## config.mk

```make
export PLATFORM = sky130hd
export DESIGN_NAME = serial_subtractor
export DESIGN_NICKNAME = d
export VERILOG_FILES = /design/src/rtl/serial_subtractor.sv
export SDC_FILE = /design/constraint.sdc
export NUM_CORES = 1
export LEC_CHECK = 0
export CAP_MARGIN = 0
export CELL_PAD_IN_SITES_DETAIL_PLACEMENT = 1
export CELL_PAD_IN_SITES_GLOBAL_PLACEMENT = 1
export CORE_MARGIN = 2
export CORE_UTILIZATION = 42
export CTS_CLUSTER_DIAMETER = 40
export DETAILED_ROUTE_END_ITERATION = 10
export PLACE_DENSITY = 0.84
export SYNTH_ARGS = -nofsm -noshare
export SYNTH_HDL_FRONTEND = slang
export SYNTH_SLANG_ARGS = --single-unit
```

## constraint.sdc

```tcl
create_clock -name clk -period 3.6 [get_ports clk]
set_input_delay 0.36 -clock clk [delete_from_list [all_inputs] [get_ports clk]]
set_output_delay 0.36 -clock clk [all_outputs]
set_load 0.01 [all_outputs]
```

## src/rtl/serial_subtractor.sv

```systemverilog
`default_nettype none
// ============================================================================
// Module      : serial_subtractor
// Description : Bit-serial WIDTH-bit subtractor. Computes a - b - bin one bit
//               per clock, LSB first, and presents a registered difference
//               and borrow-out with a one-cycle done pulse.
// Revision    : 1.0 - initial release
// ============================================================================
module serial_subtractor #(
    parameter int WIDTH = 8
) (
    input  logic             clk,
    input  logic             rst_n,
    input  logic             start,
    input  logic [WIDTH-1:0] a,
    input  logic [WIDTH-1:0] b,
    input  logic             bin,
    output logic             busy,
    output logic             done,
    output logic [WIDTH-1:0] diff,
    output logic             bout
);

    localparam int              CNT_W    = (WIDTH > 1) ? $clog2(WIDTH) : 1;
    localparam logic [CNT_W-1:0] CNT_LAST = CNT_W'(WIDTH - 1);

    typedef enum logic [1:0] {
        IDLE  = 2'd0,
        SHIFT = 2'd1,
        DONE  = 2'd2
    } state_t;

    state_t             state_q;
    logic [WIDTH-1:0]   a_q;
    logic [WIDTH-1:0]   b_q;
    logic               br_q;
    logic [CNT_W-1:0]   cnt_q;
    // Holds the WIDTH-1 low result bits; the last bit joins them on the final edge.
    logic [WIDTH-2:0]   res_q;
    logic [WIDTH-1:0]   diff_q;
    logic               bout_q;
    logic               busy_q;
    logic               done_q;

    logic               br_d;
    logic [WIDTH-1:0]   res_d;

    // One full-subtractor cell acting on the current operand LSBs.
    always_comb begin
        br_d  = (~a_q[0] & br_q) | (~a_q[0] & b_q[0]) | (b_q[0] & br_q);
        res_d = {a_q[0] ^ b_q[0] ^ br_q, res_q};
    end

    // Control FSM and datapath; reset dominates start in every state.
    always_ff @(posedge clk) begin
        if (!rst_n) begin
            state_q <= IDLE;
            a_q     <= '0;
            b_q     <= '0;
            br_q    <= 1'b0;
            cnt_q   <= '0;
            res_q   <= '0;
            diff_q  <= '0;
            bout_q  <= 1'b0;
            busy_q  <= 1'b0;
            done_q  <= 1'b0;
        end else begin
            case (state_q)
                IDLE: begin
                    if (start) begin
                        a_q     <= a;
                        b_q     <= b;
                        br_q    <= bin;
                        cnt_q   <= '0;
                        res_q   <= '0;
                        state_q <= SHIFT;
                        busy_q  <= 1'b1;
                    end
                end
                SHIFT: begin
                    // start is deliberately not looked at here.
                    a_q   <= a_q >> 1;
                    b_q   <= b_q >> 1;
                    br_q  <= br_d;
                    res_q <= res_d[WIDTH-1:1];
                    cnt_q <= cnt_q + 1'b1;
                    if (cnt_q == CNT_LAST) begin
                        diff_q  <= res_d;
                        bout_q  <= br_d;
                        state_q <= DONE;
                        busy_q  <= 1'b0;
                        done_q  <= 1'b1;
                    end
                end
                DONE: begin
                    done_q <= 1'b0;
                    if (start) begin
                        // Back-to-back: capture straight from DONE.
                        a_q     <= a;
                        b_q     <= b;
                        br_q    <= bin;
                        cnt_q   <= '0;
                        res_q   <= '0;
                        state_q <= SHIFT;
                        busy_q  <= 1'b1;
                    end else begin
                        state_q <= IDLE;
                    end
                end
                default: begin
                    state_q <= IDLE;
                    busy_q  <= 1'b0;
                    done_q  <= 1'b0;
                end
            endcase
        end
    end

    assign busy = busy_q;
    assign done = done_q;
    assign diff = diff_q;
    assign bout = bout_q;

endmodule
`default_nettype wire
```

## Word-level counts from Yosys, hierarchy flattened

Cells that the tools add are included.

- Add/subtract/negate cells: 1
- Eq/ne operators: 6
- Mux-type cells: 19
- Bitwise gates (word level): 9
- Reduce and logical (&&, ||, !) cells: 8

Operator list:

| operator | number |
|---|---|
| 8-bit case mux with 2 select lines | 2 |
| 8-bit 2-to-1 mux | 2 |
| 7-bit case mux with 2 select lines | 1 |
| 2-bit AND reduction | 5 |
| 7-bit 2-to-1 mux | 1 |
| 1-bit case mux with 2 select lines | 3 |
| 2-bit case mux with 3 select lines | 1 |
| 3-bit case mux with 2 select lines | 1 |
| 1-bit 2-to-1 mux | 5 |
| 2-bit 2-to-1 mux | 2 |
| 2-bit inequality test (second input constant) | 2 |
| 3-bit by 1-bit adder with 3-bit output (second input constant) | 1 |
| 1-bit bitwise AND | 3 |
| 3-bit equality test (second input constant) | 1 |
| 3-bit 2-to-1 mux | 1 |
| 2-bit by 1-bit equality test with 1-bit output (second input constant) | 1 |
| 2-bit equality test (second input constant) | 1 |
| 2-bit zero test | 1 |
| 2-bit by 1-bit inequality test with 1-bit output (second input constant) | 1 |
| 1-bit NOT | 2 |
| 1-bit bitwise OR | 2 |
| 2-bit nonzero test | 1 |
| 2-bit OR reduction | 1 |
| 1-bit bitwise XOR | 2 |

- Register bits: 40
- Input bits: 20
- Output and inout bits: 11
- Logic and storage cells: 53

## Depth between registers and ports, before layout

Gate-level depths: netlist (run 1).

- Depth after elaboration: 5
- Mapped depth: 6
- Depth with buffers taken out: 5

## Worst setup path after synthesis (run 1)

Ideal clock, no wire load.

- Path type: flip-flop to flip-flop
- From: register cnt_q[0]
- To: register diff_q[7] (netlist: diff[7])
- Library setup time: 0.116 ns
- Arrival: 1.232 ns
- Required time: 3.484 ns
- Path slack: 2.252 ns
- Stages on the path, launching flop included: 6
- Buffers on the path: 1
- Clock period less this slack: 1.348 ns
- Cell sequence: dfxtp_1 -> ha_1 -> ha_1 -> and3b_1 -> buf_2 -> o211a_1

- Word-level cells in the longest chain between the ends: 2

RTL lines:

| element | line | RTL |
|---|---|---|
| from (decl) | 37 | `logic [CNT_W-1:0] cnt_q;` |
| from (signal assigned) | 86 | `cnt_q <= cnt_q + 1'b1;` |
| 3-bit equality test | 87 | `if (cnt_q == CNT_LAST) begin` |
| 2-bit AND reduction (no source line) | - |  |
| to (signal assigned) | 88 | `diff_q <= res_d;` |
| to (decl) | 40 | `logic [WIDTH-1:0] diff_q;` |

No other way between the ends.
A chain may end at the register's enable or synchronous reset.

## Worst setup path in the final report (run 1)

- From: register state_q[0]
- To: register a_q[0]

- Word-level cells in the longest chain between the ends: 4
- Elaborated cells on any way between the ends: 8
- Those cells by class: eq/ne (3); mux (1); reduce/logical (4)

RTL lines:

| element | line | RTL |
|---|---|---|
| from (decl) | 33 | `state_t state_q;` |
| from (signal assigned) | 57 | `state_q <= IDLE;` |
| from (signal assigned) | 76 | `state_q <= SHIFT;` |
| from (signal assigned) | 90 | `state_q <= DONE;` |
| 2-bit equality test or 2-bit zero test (tied branches) | 68 | `case (state_q)` |
| 2-bit OR reduction (no source line) | - |  |
| 2-bit by 1-bit inequality test with 1-bit output (no source line) or 2-bit nonzero test (tied branches) | - |  |
| 2-bit AND reduction (no source line) | - |  |
| to (signal assigned) | 82 | `a_q <= a_q >> 1;` |
| to (decl) | 34 | `logic [WIDTH-1:0] a_q;` |

Parallel ways exist; a longest one is shown, timed or not.

==> run_results.csv, run 1 <==
group,metric,value,unit
grt,grtUsageTotal,19.55,%
synth,syn_inst,181,
floorplan,dieArea,0.004700,mm2
critical_path,arrival,2010,ps
sta,min_period,1823,ps
sta,post-route-period-util,50.63,%
synth,synth_area_per_cell,9.671,um2
synth,syn-num-nets,204,
drt,ant_nets,0,
drt,drtIter0Drc,72,
floorplan,core,0.004000,mm2
layout,syn_to_final_growth,23.37,%
layout,finish.utilization,53.99,%
drt,drt_first_pass_iters,4,
critical_path,cp_cell_sequence,"buf_4 -> and2b_1 -> o21ai_0 -> o211a_1",
critical_path,rr_startpoint,"state_q[0]",
placed_design,port_buffers,30,
placed_design,gp_congestion,0.7460,
clock_network,cts_sinks,40,
sta,rsz0062_at_grt,"no",
layout,post_route_cells_drive_above_1_share,5.797,%
clock_network,cts_buffers,5,
synth,ys_seq_elements,40,
layout,nNetsFinal,229,
hold_path,holdPathStages,2,
critical_path,r2r_setup_slack,1780,ps
floorplan,fp.dieW,68.56,um
placed_design,dp_slack,1503,ps
job,drv_cap,0,
sta,tns,0,ps
sta,finalClockSkew,5.353,ps
synth,yosysSeqAreaShare,45.75,%
clock_network,cts-root-buf,"clkbuf_8",
critical_path,startpoint,"state_q[0]",
drt,drt_drc_violations_left,0,
floorplan,die_h,68.56,um
sta,fmax,0.5486,GHz
critical_path,required,3780,ps
clock_network,postCtsHoldBufs,0,
hold_path,hold_end,"diff[1]",
synth,yosysWarnings,0,
clock_network,ctsResizeCount,0,
critical_path,r2r-end,"a_q[0]",
floorplan,io_pins,31,
critical_path,critPathKind,"reg2reg",
critical_path,crit_family,"simple AND/OR/NAND/NOR gates",
clock_network,cts_buffer_depth,2,
layout,final_cell_mix,"dfxtp_1, clkdlybuf4s50_1, nand2_1",
synth,netlist_area,0.001750,mm2
drt,wire_per_inst,15.37,um
sta,tightestPinTransition,1213,ps
layout,fill_cells,446,
critical_path,slowest_stage,"and2b_1",
clock_network,cts_tree,"yes",
critical_path,end_kind,"register",
clock_network,clk_latency,290,ps
critical_path,cp_max_fo,23,
layout,diodes,0,
sta,setup_viol,0,
pwr,ir_worst_vdd,341.1,uV
grt,gr-total-overflow,0,
grt,grt_max_degree,41,
grt,grt_pass1_vias,1462,
run_status,status,"complete, no violations",
grt,grt_pass1_wl,6699,um
clock_network,clkTransAtPathRegs,80,ps
hold_path,hold_path_class,"reg2reg",
critical_path,worstSetupStartpointType,"register",
critical_path,slowest_delay,650,ps
sta,finalHoldViolCount,0,
pwr,p_per_area,448.5,mW/mm2
drt,drt_wl_total,3950,um
clock_network,post-cts-setup-buffers,0,
clock_network,h-tree-depth,2,
critical_path,crit_buf_inv,1,
pwr,leakagePower,0.9101,nW
grt,antenna_found_initial,0,
sta,max-slew-margin-rel,18.86,%
sta,setup_ws,1777,ps
layout,final_common_cell,"dfxtp_1",
drt,num_vias,1390,
placed_design,hpwl,2630,um
floorplan,rows,23,
floorplan,initial_core_util,43.76,%
sta,drv_slew,0,
hold_path,min_from,"diff[1]",
synth,synth.distinct_cells,29,
critical_path,reg2reg_depth,4,
drt,vias_per_cell,5.409,
-- cells by family (layout without fill, tap and decap cells) --
family | Yosys count | after routing | synth area share (%)
muxes | 16 | 16 | 9.221
and+or+nand+nor | 53 | 53 | 14.65
buffers and inverters | 14 | 40 | 4.360
AOI/OAI and AO/OA | 55 | 55 | 23.45
DFF | 40 | 40 | 45.75
adders and majority gates | 3 | 3 | 2.573
-- cell type report --
| cell class | count | area, um2 | area share (%) |
|---|---|---|---|
| multi-input cells | 127 | 873.3 | 40.44 |
| inverters | 1 | 3.754 | 0.1738 |
| clock inverters | 3 | 42.54 | 1.970 |
| flip-flops and latches | 40 | 800.8 | 37.08 |
| well taps | 50 | 62.56 | 2.897 |
| clock buffers | 5 | 68.82 | 3.187 |
| repair buffers | 31 | 307.8 | 14.25 |
-- synth_stat cells --
library cell / n / area [um2]
dfxtp_1: 40 / 800.8
a21boi_1: 4 / 30.03
nand3_1: 9 / 45.04
a21boi_0: 15 / 112.6
o21ai_0: 8 / 40.04
o21bai_1: 1 / 7.510
and3b_1: 1 / 8.760
o211a_1: 16 / 160.2
buf_2: 7 / 35.03
nand3b_2: 1 / 11.26
mux2i_1: 15 / 150.1
nand2_1: 28 / 105.1
inv_1: 1 / 3.750
o21a_1: 2 / 15.01
and2_1: 2 / 12.51
and2b_1: 2 / 15.01
mux2_2: 1 / 11.26
buf_6: 2 / 22.52
nand2b_2: 1 / 8.760
o21ai_1: 8 / 40.04
clkbuf_1: 4 / 15.01
a21oi_1: 1 / 5.000
nor3b_1: 1 / 7.510
nor2_1: 3 / 11.26
ha_1: 2 / 25.02
nand2b_1: 2 / 12.51
fa_1: 1 / 20.02
nor2b_1: 1 / 6.260
and3_1: 2 / 12.51
-- worst reg2reg max path, stage by stage, from the launching register on --
cell	delay [ps]
dfxtp_1	330
buf_4	320
and2b_1	660
o21ai_0	240
o211a_1	170
-- stage by stage --
stage	power, W	area (um2)	std cells	hold WS, ps
6_report	0.0009686	2160	257	473.6
5_1_grt	0.001019	2160	257	509.7
4_1_cts	0.0009830	2160	257	478.4
3_5_place_dp	0.0006186	2048	249	460.1
3_3_place_gp	0.0006110	2048	249	455.9
2_1_floorplan	0.0005775	1750	181	439.5
-- flip-flops by register name, summed over array words and instances, names as in the netlist --
| name | count |
|---|---|
| br_q | 1 |
| busy | 1 |
| cnt_q | 3 |
| state_q | 2 |
| res_q | 7 |
| a_q | 8 |
| bout | 1 |
| done | 1 |
| diff | 8 |
| b_q | 8 |
-- layer usage --
metal	share of wire [%]	global-route usage, %	vias up
li1	-	-	686
met1	44	22.27	674
met3	3.9	6.331	6
met2	50	33.05	24
met4	1.8	9.000	0
met5	0	0	-
-- worst max-delay path by stage --
stage / endpoint / cells past startpoint
after global placement: b_q[0] / 4
after CTS: a_q[0] / 4
after global routing: a_q[0] / 4
after floorplan: diff[7] / 5
final: a_q[0] / 4
after detailed placement: b_q[0] / 4
-- where the power goes --
group	switching, W	leakage, nW	internal [W]	total [W]
sequential	0.0000142	0.327	0.000467	0.000481
clock	0.000156	0.0541	0.000205	0.000361
combinational	0.0000629	0.529	0.0000639	0.000127
total	0.000233	0.910	0.000736	0.000969
No activity file was read; power rests on OpenSTA's default activity.
==> run 2, diff against run 1 <==
--- a/config.mk
+++ b/config.mk
@@ -9,10 +9,10 @@
 export CELL_PAD_IN_SITES_DETAIL_PLACEMENT = 1
 export CELL_PAD_IN_SITES_GLOBAL_PLACEMENT = 1
 export CORE_MARGIN = 2
-export CORE_UTILIZATION = 42
+export CORE_UTILIZATION = 39
 export CTS_CLUSTER_DIAMETER = 40
 export DETAILED_ROUTE_END_ITERATION = 10
-export PLACE_DENSITY = 0.84
+export PLACE_DENSITY = 0.79
 export SYNTH_ARGS = -nofsm -noshare
 export SYNTH_HDL_FRONTEND = slang
 export SYNTH_SLANG_ARGS = --single-unit
==> constraint.sdc (replaced) <==
create_clock -name clk -period 1.8 [get_ports clk]
set_input_delay 0.18 -clock clk [delete_from_list [all_inputs] [get_ports clk]]
set_output_delay 0.18 -clock clk [all_outputs]
set_load 0.01 [all_outputs]
==> run 2 against run 1 <==
Net effect:
- count of clock-buffer cells in the layout up 1
- largest cell class unchanged
- via count up 0.65%
- setup slack worse by 1500 ps
- register-to-register slack worse by 1500 ps
- core utilization down 3.6 points
- maximum frequency up 18%
- highest routed layer unchanged
- sequential cell count unchanged
- critical endpoint is now a_q[6]
- global-route usage down 2.3 points
==> run_results.csv, run 2 (synthesized netlist as in run 1, its figures left out) <==
group,metric,value,unit
layout,stdcell_count,264,
sta,post-route-period-util,85.89,%
clock_network,clkTransAtPathRegs,80,ps
layout,diodes,0,
critical_path,slowest_stage,"dfxtp_1",
pwr,leakagePower,0.9310,nW
sta,fmax,0.6468,GHz
critical_path,cp_cell_sequence,"nand2b_2 -> nand2_1 -> o211a_1",
critical_path,crit_family,"simple AND/OR/NAND/NOR gates",
placed_design,port_buffers,30,
placed_design,gp_congestion,0.7539,
drt,wire_per_inst,15.58,um
layout,fill_cells,502,
placed_design,dp_cells,256,
grt,antenna_found_initial,0,
sta,tightestPinTransition,530.9,ps
sta,min_period,1546,ps
pwr,ir_worst_vdd,447.6,uV
layout,final_area,0.002181,mm2
critical_path,reg2reg_depth,3,
grt,grt_pass1_vias,1443,
sta,finalClockSkew,9.201,ps
layout,final_common_cell,"dfxtp_1",
drt,vias_per_cell,5.299,
grt,gr-total-overflow,0,
clock_network,h-tree-depth,2,
sta,finalHoldViolCount,0,
job,drv_cap,0,
clock_network,cts_sinks,40,
drt,ant_nets,0,
critical_path,worstSetupStartpointType,"register",
grt,grtUsageTotal,17.30,%
hold_path,hold_end,"a_q[7]",
clock_network,post-cts-setup-buffers,0,
run_status,status,"complete, no violations",
hold_path,hold_path_class,"in2reg",
layout,syn_to_final_growth,24.59,%
placed_design,hpwl,2830,um
pwr,p_per_area,854.7,mW/mm2
layout,nNetsFinal,234,
drt,drt_drc_violations_left,0,
critical_path,required,1980,ps
sta,setup_viol,0,
floorplan,rows,24,
drt,drt_wl_total,4114,um
floorplan,dieArea,0.005040,mm2
critical_path,rr_startpoint,"state_q[1]",
floorplan,fp.dieW,71.00,um
floorplan,io_pins,31,
critical_path,critPathKind,"reg2reg",
critical_path,end_kind,"register",
drt,drt_first_pass_iters,4,
layout,final_cell_mix,"dfxtp_1, clkdlybuf4s50_1, nand2_1",
placed_design,dpl_cell_area,0.002088,mm2
clock_network,cts_buffer_depth,2,
clock_network,postCtsHoldBufs,0,
sta,max-slew-margin-rel,64.52,%
clock_network,cts-root-buf,"clkbuf_8",
clock_network,cts_buffers,5,
drt,drtIter0Drc,27,
grt,grt_pass1_wl,6851,um
sta,tns,0,ps
grt,grt_max_degree,41,
hold_path,holdPathStages,3,
floorplan,initial_core_util,40.48,%
hold_path,min_from,"a[7]",
floorplan,core,0.004324,mm2
critical_path,arrival,1730,ps
sta,rsz0062_at_grt,"no",
clock_network,ctsResizeCount,0,
critical_path,r2r_setup_slack,250,ps
critical_path,r2r-end,"a_q[6]",
floorplan,die_h,71.00,um
critical_path,crit_buf_inv,0,
critical_path,slowest_delay,420,ps
clock_network,clk_latency,300,ps
clock_network,cts_tree,"yes",
critical_path,cp_max_fo,15,
layout,post_route_cells_drive_above_1_share,8.019,%
drt,num_vias,1399,
sta,drv_slew,0,
run 2: final cells by class:
cell class	count	area, um2	area share [%]
clock buffers	6	82.58	3.787
clock inverters	2	10.01	0.4590
inverters	1	3.754	0.1721
multi-input cells	127	873.3	40.05
flip-flops and latches	40	800.8	36.72
well taps	52	65.06	2.983
repair buffers	36	345.3	15.83
run 2: how the worst max path moves through the flow:
stage / cells after the start / end / slack [ps] / start
final: 3 / a_q[6] / 250 / state_q[1]
after floorplan: 5 / diff[7] / 450 / cnt_q[0]
after detailed placement: 4 / a_q[6] / 230 / start
after CTS: 3 / a_q[6] / 210 / state_q[1]
after global routing: 5 / diff[1] / 120 / cnt_q[0]
after global placement: 4 / b_q[0] / 320 / start
run 2: through the flow:
step | setup WS, ps | total power [W] | hold WS, ps | utilization, %
6_report | 254.0 | 0.001864 | 435.7 | 50.43
3_5_place_dp | 226.8 | 0.001254 | 457.6 | 48.29
3_3_place_gp | 317.2 | 0.001232 | 450.4 | 48.29
2_1_floorplan | 451.9 | 0.001155 | 324.9 | -
5_1_grt | 116.5 | 0.001945 | 458.1 | 50.43
4_1_cts | 214.0 | 0.001881 | 436.6 | 50.43
run 2: worst register-to-register path: stages, from the launching register on:
cell	delay, ps
dfxtp_1	420
nand2b_2	280
nand2_1	360
o211a_1	370
run 2: metal layers:
| metal | up-vias | wire [um] | track usage [%] |
|---|---|---|---|
| li1 | 697 | - | - |
| met1 | 670 | 1797 | 20.02 |
| met2 | 26 | 2070 | 30.32 |
| met3 | 6 | 186 | 4.986 |
| met4 | 0 | 60 | 6.289 |
| met5 | - | 0 | 0 |
run 2: power by group:
group	internal [W]	switching, W
Clock	0.000306	0.000327
Combinational	0.000136	0.000127
Sequential	0.000934	0.0000332
==> run 3, diff against run 2 <==
--- a/config.mk
+++ b/config.mk
@@ -8,7 +8,6 @@
 export CAP_MARGIN = 0
 export CELL_PAD_IN_SITES_DETAIL_PLACEMENT = 1
 export CELL_PAD_IN_SITES_GLOBAL_PLACEMENT = 1
-export CORE_MARGIN = 2
 export CORE_UTILIZATION = 39
 export CTS_CLUSTER_DIAMETER = 40
 export DETAILED_ROUTE_END_ITERATION = 10
==> run 3 against run 2 <==
Net effect:
- clock power decreased by 4.7%
- clock skew is 6.6 ps lower
- setup slack worse by 54 ps
- sequential power is essentially flat
- combinational power barely moved
- core utilization up 2.1 points
- non-clock buffer count stayed put
- critical path type unchanged
- critical endpoint is now res_q[0]
==> run_results.csv, run 3 (synthesized netlist as in run 1, its figures left out) <==
group,metric,value,unit
clock_network,cts_buffer_depth,2,
sta,finalHoldViolCount,0,
critical_path,slowest_stage,"and2b_1",
grt,antenna_found_initial,0,
floorplan,initial_core_util,42.24,%
drt,vias_per_cell,5.336,
floorplan,fp.dieW,69.00,um
clock_network,cts_buffers,5,
sta,min_period,1600,ps
floorplan,rows,23,
layout,final_common_cell,"dfxtp_1",
layout,final_cell_mix,"dfxtp_1, clkdlybuf4s50_1, nand2_1",
layout,final_area,0.002176,mm2
clock_network,clk_latency,290,ps
clock_network,cts_sinks,40,
critical_path,required,1990,ps
floorplan,dieArea,0.004760,mm2
placed_design,hpwl,2675,um
clock_network,cts_tree,"yes",
floorplan,io_pins,31,
sta,tns,0,ps
drt,drt_first_pass_iters,4,
drt,drt_wl_total,3904,um
clock_network,cts-root-buf,"clkbuf_8",
pwr,leakagePower,0.9255,nW
pwr,switching_power,0.0004480,W
grt,grtUsageTotal,18.73,%
grt,gr-total-overflow,0,
floorplan,core,0.004144,mm2
drt,wire_per_inst,14.90,um
clock_network,h-tree-depth,2,
sta,max-slew-margin-rel,63.77,%
sta,drv_slew,0,
grt,grt_pass1_wl,6451,um
job,drv_cap,0,
critical_path,end_kind,"register",
layout,post_route_cells_drive_above_1_share,7.075,%
grt,grt_max_degree,41,
clock_network,post-cts-setup-buffers,0,
layout,syn_to_final_growth,24.30,%
critical_path,crit_buf_inv,1,
critical_path,cp_max_fo,16,
sta,fmax,0.6248,GHz
clock_network,ctsResizeCount,0,
pwr,seqPwrFrac,52.7,%
pwr,combPwrFrac,14.3,%
pwr,ir_worst_vdd,459.5,uV
run_status,status,"complete, no violations",
drt,drt_drc_violations_left,0,
pwr,clkPwrFrac,33.0,%
critical_path,cp_cell_sequence,"and2b_1 -> buf_4 -> nand2_1 -> a21boi_0",
sta,finalClockSkew,2.651,ps
layout,diodes,0,
placed_design,gp_congestion,0.6714,
drt,drtIter0Drc,76,
clock_network,clkTransAtPathRegs,70,ps
placed_design,dpl_cell_area,0.002086,mm2
sta,setup_viol,0,
critical_path,crit_family,"simple AND/OR/NAND/NOR gates",
sta,tightestPinTransition,542.1,ps
grt,grt_pass1_vias,1410,
sta,post-route-period-util,88.92,%
pwr,power.internal,0.001383,W
pwr,p_per_area,841.5,mW/mm2
sta,rsz0062_at_grt,"no",
layout,nNetsFinal,234,
critical_path,slowest_delay,510,ps
placed_design,port_buffers,30,
hold_path,hold_path_class,"reg2reg",
floorplan,die_h,69.00,um
drt,ant_nets,0,
drt,num_vias,1398,
critical_path,worstSetupStartpointType,"register",
pwr,netSwitchingFraction,24.47,%
critical_path,arrival,1790,ps
clock_network,postCtsHoldBufs,0,
critical_path,critPathKind,"reg2reg",
## run 3: area by class of cell
cell class                      instances  area, um2
Clock buffer                            8      90.09
Fill cell                             473       1968
Inverter                                1      3.754
Multi-Input combinational cell        127      873.3
Sequential cell                        40      800.8
Tap cell                               50      62.56
Timing Repair Buffer                   36      345.3
## run 3: worst paths after layout
kind | start | to | slack (ps) | cells after the start
max | state_q[0] | res_q[0] | 200 | 4
min | diff[1] | diff[1] | 470 | 2
max reg2reg | state_q[0] | res_q[0] | 200 | 4
min reg2reg | diff[1] | diff[1] | 470 | 2
## run 3: power by group through the flow
stage                     registers (W)  logic, W  clock network (W)
final                          0.000965  0.000262           0.000604
after global routing           0.000970  0.000290           0.000661
after CTS                      0.000965  0.000266           0.000622
after detailed placement       0.000986  0.000265                  0
after global placement         0.000982  0.000253                  0
after floorplan                0.000977  0.000178                  0
## run 3: tightest hold or removal path, delay by kind of cell (launching register included)
family	cells	cell delay, ps
AOI/OAI and AO/OA	1	60
and+or+nand+nor	1	50
DFF	1	310
## run 3: layer usage
| metal | global-route usage [%] | up-vias | share of wire, % |
|---|---|---|---|
| met2 | 33.25 | 20 | 49 |
| met1 | 21.58 | 670 | 47 |
| met4 | 6.122 | 0 | 1.4 |
| li1 | - | 701 | - |
| met5 | 0 | - | 0 |
| met3 | 4.934 | 7 | 3.3 |
## run 3: stage by stage
step,setup slack [ps],hold slack (ps),util [%],cells,total power (W)
floorplan,451.9,324.9,-,181,0.001155
global placement,311.9,450.6,50.33,254,0.001235
detailed placement,228.8,462.5,50.33,254,0.001251
CTS,178.4,472.8,52.51,262,0.001853
global route,74.36,488.6,52.51,262,0.001922
finish,199.5,465.4,52.51,262,0.001831
